[src/rtl/rv_toy_pkg.sv]
// Shared constants for the RISC toy pipeline front end.
package rv_toy_pkg;

    localparam int          PC_W      = 32;
    localparam logic [31:0] RESET_PC  = 32'h0000_0000;
    localparam logic [31:0] NOP_INSTR = 32'h0000_0000;
    localparam int          PC_INC    = 4;

endpackage

[src/rtl/ifid_hold_buf.sv]
// Single-entry buffer that parks a memory response arriving during a stall
// and replays it into IF/ID once the stall releases.
module ifid_hold_buf
    import rv_toy_pkg::*;
#(
    parameter int PC_W = rv_toy_pkg::PC_W
) (
    input  logic            clk,
    input  logic            rst,
    input  logic            cap,
    input  logic            clr,
    input  logic [31:0]     din_instr,
    input  logic [PC_W-1:0] din_pc,
    output logic            hold_v,
    output logic [31:0]     hold_instr,
    output logic [PC_W-1:0] hold_pc
);

    // cap and clr are mutually exclusive by construction in the fetch stage
    always_ff @(posedge clk or posedge rst) begin
        if (rst) begin
            hold_v     <= 1'b0;
            hold_instr <= NOP_INSTR;
            hold_pc    <= '0;
        end else if (clr) begin
            hold_v <= 1'b0;
        end else if (cap) begin
            hold_v     <= 1'b1;
            hold_instr <= din_instr;
            hold_pc    <= din_pc;
        end
    end

endmodule

[src/rtl/fetch_stage.sv]
// Instruction-fetch stage: PC, 1-cycle synchronous IMEM request tracking and
// the IF/ID register with stall hold buffer and redirect flush.
module fetch_stage #(
    parameter int              PC_W     = rv_toy_pkg::PC_W,
    parameter logic [PC_W-1:0] RESET_PC = PC_W'(rv_toy_pkg::RESET_PC)
) (
    input  logic            CLK,
    input  logic            RST,
    input  logic            STALL,
    input  logic            REDIRECT,
    input  logic [PC_W-1:0] REDIRECT_PC,
    output logic            IMEM_CE,
    output logic [PC_W-1:0] IMEM_ADDR,
    input  logic [31:0]     IMEM_RDATA,
    output logic [31:0]     INSTR,
    output logic [PC_W-1:0] PC_ID,
    output logic            VALID_ID
);
    import rv_toy_pkg::*;

    logic [PC_W-1:0] pc_f;
    logic [PC_W-1:0] tgt_pc;
    logic [PC_W-1:0] pc_inc;
    logic            advance;
    logic            pend;
    logic [PC_W-1:0] pend_pc;
    logic            hold_v;
    logic [31:0]     hold_instr;
    logic [PC_W-1:0] hold_pc;
    logic            hold_cap;
    logic            hold_clr;
    logic            unused_rpc_lsb;

    assign tgt_pc         = {REDIRECT_PC[PC_W-1:2], 2'b00};
    assign unused_rpc_lsb = ^REDIRECT_PC[1:0];
    assign pc_inc         = PC_W'(PC_INC);

    // Fetch issue: a redirect always issues, even over a stall
    assign advance   = REDIRECT | ~STALL;
    assign IMEM_CE   = ~RST & advance;
    assign IMEM_ADDR = REDIRECT ? tgt_pc : pc_f;

    always_ff @(posedge CLK or posedge RST) begin
        if (RST) begin
            pc_f <= RESET_PC;
        end else if (advance) begin
            pc_f <= IMEM_ADDR + pc_inc;
        end
    end

    always_ff @(posedge CLK or posedge RST) begin
        if (RST) begin
            pend <= 1'b0;
        end else begin
            pend <= IMEM_CE;
        end
    end

    // Address tag only; qualified by pend, so it needs no reset
    always_ff @(posedge CLK) begin
        pend_pc <= IMEM_ADDR;
    end

    assign hold_cap = ~REDIRECT & STALL & pend;
    assign hold_clr = REDIRECT | (~STALL & hold_v);

    ifid_hold_buf #(
        .PC_W (PC_W)
    ) u_hold (
        .clk        (CLK),
        .rst        (RST),
        .cap        (hold_cap),
        .clr        (hold_clr),
        .din_instr  (IMEM_RDATA),
        .din_pc     (pend_pc),
        .hold_v     (hold_v),
        .hold_instr (hold_instr),
        .hold_pc    (hold_pc)
    );

    // IF/ID register: buffered word drains before any fresh response
    always_ff @(posedge CLK or posedge RST) begin
        if (RST) begin
            INSTR    <= NOP_INSTR;
            PC_ID    <= '0;
            VALID_ID <= 1'b0;
        end else if (REDIRECT) begin
            INSTR    <= NOP_INSTR;
            PC_ID    <= '0;
            VALID_ID <= 1'b0;
        end else if (!STALL) begin
            if (hold_v) begin
                INSTR    <= hold_instr;
                PC_ID    <= hold_pc;
                VALID_ID <= 1'b1;
            end else if (pend) begin
                INSTR    <= IMEM_RDATA;
                PC_ID    <= pend_pc;
                VALID_ID <= 1'b1;
            end else begin
                INSTR    <= NOP_INSTR;
                VALID_ID <= 1'b0;
            end
        end
    end

endmodule
[config.mk]
export PLATFORM = sky130hd
export DESIGN_NAME = fetch_stage
export DESIGN_NICKNAME = d
export VERILOG_FILES = /design/src/rtl/rv_toy_pkg.sv /design/src/rtl/ifid_hold_buf.sv /design/src/rtl/fetch_stage.sv
export SDC_FILE = /design/constraint.sdc
export NUM_CORES = 1
export LEC_CHECK = 0
export ABC_AREA = 1
export BUFFER_PORTS_ARGS = -buffer_cell sky130_fd_sc_hd__buf_2
export CAP_MARGIN = 20
export CORE_MARGIN = 1
export CORE_UTILIZATION = 56
export CTS_BUF_LIST = sky130_fd_sc_hd__clkbuf_16
export DETAILED_ROUTE_END_ITERATION = 8
export PLACE_DENSITY = 0.86
export SETUP_SLACK_MARGIN = 0.15
export SLEW_MARGIN = 5
export SYNTH_ARGS = -nofsm -noshare
export SYNTH_HDL_FRONTEND = slang
export SYNTH_HIERARCHICAL = 1
export SYNTH_SLANG_ARGS = --single-unit
[constraint.sdc]
create_clock -name CLK -period 3.78 [get_ports CLK]
set_clock_uncertainty 0.05 [all_clocks]
set_input_delay 0.189 -clock CLK [delete_from_list [all_inputs] [get_ports CLK]]
set_output_delay 0.189 -clock CLK [all_outputs]
set_load 0.02 [all_outputs]
==> impl_metrics.json <==
{
  "layout_common_cells": "nand2_1 (339), buf_2 (163), dfrtp_1 (162)",
  "netlist_instances": 1056,
  "cts_tree": "built",
  "status": "complete, no violations",
  "synth-seq-area-share": 0.533,
  "viasPerCell": 5.43,
  "cp_slowest_cell": "buf_4",
  "finalSetupViolations": 0,
  "synth-seq-cells": 195,
  "drtAntennaViolNets": 0,
  "max_freq_mhz": 478,
  "wl_per_cell_microns": 15.8,
  "initial_core_util": 0.579,
  "drt_pre_antenna_iters": 6,
  "synthToLayoutAreaGrowth_pct": 21.8,
  "ff2ff_setup_slack_ns": 1.69,
  "drive_gt1_frac": 0.224,
  "cpPeakStageDelay_ns": 0.62,
  "power.density_mw_per_mm2": 482,
  "rsz0062_at_grt": "false",
  "end_kind": "flop",
  "min_period_over_period": 0.553,
  "p_total_uw": 5200,
  "syn-num-nets": 1125,
  "synth.cell_area_sq_mm": 0.00886,
  "layout_commonest_cell": "nand2_1",
  "root_buffer": "clkbuf_16",
  "reg2reg_depth": 4,
  "clock_path_buffers": 2,
  "clk_latency_ns": 0.43,
  "portBuffers": 163,
  "finalHoldViolCount": 0,
  "cts_resized": 0,
  "ys_warn_count": 6,
  "drt_iter0_markers": 715,
  "hold_path_end": "pend_pc[4]$_DFF_P_",
  "die-area_sq_mm": 0.0163,
  "final.min_clock_period_ns": 2.09,
  "crit_type": "reg -> reg",
  "p_leak_uw": 0.00551,
  "min_path_cells": 3,
  "path_max_fanout": 67,
  "r2r-start": "u_hold/hold_v$_DFFE_PP0P_",
  "worstMarginPinSlew_ns": 0.848,
  "syn_area_per_cell_sq_um": 8.39,
  "rows": 45,
  "routed_wl_mm": 23.1,
  "die_x_microns": 128,
  "pin_count": 166,
  "arrival_ns": 2.35,
  "gp_congestion": 0.893,
  "slew_violations": 0,
  "core_area_sq_mm": 0.0153,
  "route.detailed.drc": 0,
  "cts_buffers": 17,
  "yosysUniqueCellTypes": 29,
  "crit_path_frequent_cell": "buf_4",
  "dp_hpwl_mm": 13.9,
  "die_h_microns": 128,
  "setup-tns-final_ns": 0,
  "crit-reg2reg-capture": "PC_ID[24]$_DFFE_PP0P_",
  "n_antenna_cell": 0,
  "cp_data_required_time_ns": 4.04,
  "peakVddDrop_mv": 0.292,
  "h-tree-depth": 4,
  "min-delay-start": "REDIRECT_PC[4]",
  "drv_cap": 0,
  "grt_pass1_wl_mm": 37.1,
  "grt_util_all_layers": 0.291,
  "grt_max_degree": 76,
  "holdCritPathClass": "in -> reg",
  "clk_pin_slew_worst_paths_ns": 0.07,
  "antenna_found_initial": 0,
  "nNetsFinal": 1310,
  "cts.sinks": 195,
  "critPathLaunchType": "flop",
  "grt_pass1_vias": 7515,
  "crit_chain": "buf_4 > o21ai_2 > buf_4 > o32ai_1",
  "route.vias.total": 7950,
  "overflow": 0,
  "slew_headroom": 0.434
}
## power breakdown
group          leakage [uW]  internal [uW]  switching (uW)
logic               0.00282            288             554
clock network      0.000296           1100             771
registers           0.00239           2340             149
## cell families after synthesis
group	share of synthesized area
flip-flops	0.533
AND/OR/NAND/NOR	0.298
AO/OA/AOI/OAI	0.0922
buffers and inverters	0.0758
adder cells (fa/ha/maj)	0.00141
## state kept, by name (all words and copies together), names as in the netlist
name and count:
u_hold/hold_pc 32, pc_f 32, u_hold/hold_v 1, pend 1, PC_ID 32, pend_pc 32, INSTR 32, VALID_ID 1
u_hold/hold_instr 32
## cells in the mapped netlist
cell,number,area share
nand2_1,340,0.14
dfrtp_1,163,0.46
nand3_1,104,0.059
nor2_1,98,0.042
inv_1,72,0.031
nand2_2,39,0.028
o21ai_0,36,0.020
a22oi_1,32,0.027
dfxtp_1,32,0.072
o32ai_1,32,0.032
clkbuf_1,24,0.010
buf_2,13,0.0073
nor2_2,13,0.0092
buf_4,10,0.0085
buf_6,9,0.011
o21bai_1,7,0.0059
a31oi_1,6,0.0042
nor2_4,6,0.0076
nand2_4,5,0.0064
inv_2,3,0.0013
and2_1,2,0.0014
buf_12,2,0.0045
or2_2,2,0.0014
a31oi_2,1,0.0014
buf_8,1,0.0017
clkinv_1,1,0.00042
ha_1,1,0.0014
o21ai_1,1,0.00056
o21ai_2,1,0.00099
## critical path, delay by kind of cell (launching register included)
| family | cells | cell delay, ns |
|---|---|---|
| buf+inv | 2 | 0.94 |
| compound gates | 2 | 0.61 |
| flops | 1 | 0.36 |
## metrics by stage
step | util | hold slack, ns | cells | cell area [sq um] | setup WS [ns]
floorplan | - | 0.284 | 1056 | 8860 | 0.979
global placement | 0.631 | 0.360 | 1383 | 9660 | 1.36
detailed placement | 0.631 | 0.370 | 1383 | 9660 | 1.34
CTS | 0.703 | 0.00180 | 1463 | 10800 | 1.72
global route | 0.705 | 0.0174 | 1464 | 10800 | 1.53
finish | 0.705 | 0.0165 | 1464 | 10800 | 1.69
## worst max path at each step
stage                         startpoint  slack (ns)                            end  cells after the start
2_1_floorplan                        RST        0.98           INSTR[0]$_DFFE_PP0N_                      1
3_3_place_gp                    REDIRECT        1.36  u_hold/hold_pc[5]$_DFFE_PP0P_                      8
3_5_place_dp                    REDIRECT        1.34  u_hold/hold_pc[5]$_DFFE_PP0P_                      8
4_1_cts        u_hold/hold_v$_DFFE_PP0P_        1.72          PC_ID[15]$_DFFE_PP0P_                      4
5_1_grt                         REDIRECT        1.53           pc_f[24]$_DFFE_PP0N_                     13
6_report       u_hold/hold_v$_DFFE_PP0P_        1.69          PC_ID[24]$_DFFE_PP0P_                      4
## area by class of cell
cell class                      instances  area, sq um
Clock buffer                           17          425
Clock inverter                         14          186
Fill cell                            1148         4520
Inverter                               76          288
Multi-Input combinational cell        726         3480
Sequential cell                       195         4720
Tap cell                              211          264
Timing Repair Buffer                  225         1420
## routing by layer
metal  up-vias  GRT usage  share of wire
met4         0      0.124          0.023
li1       3774          -              -
met2       383      0.479           0.49
met1      3747      0.381           0.42
met5         -          0              0
met3        46     0.0518          0.069
## timing repair
item                                   in CTS  in global routing
endpoints found under the hold margin      84                  0
hold buffers                               49                  0
setup buffers                               0                  0
No activity file was read; power rests on OpenSTA's default activity.
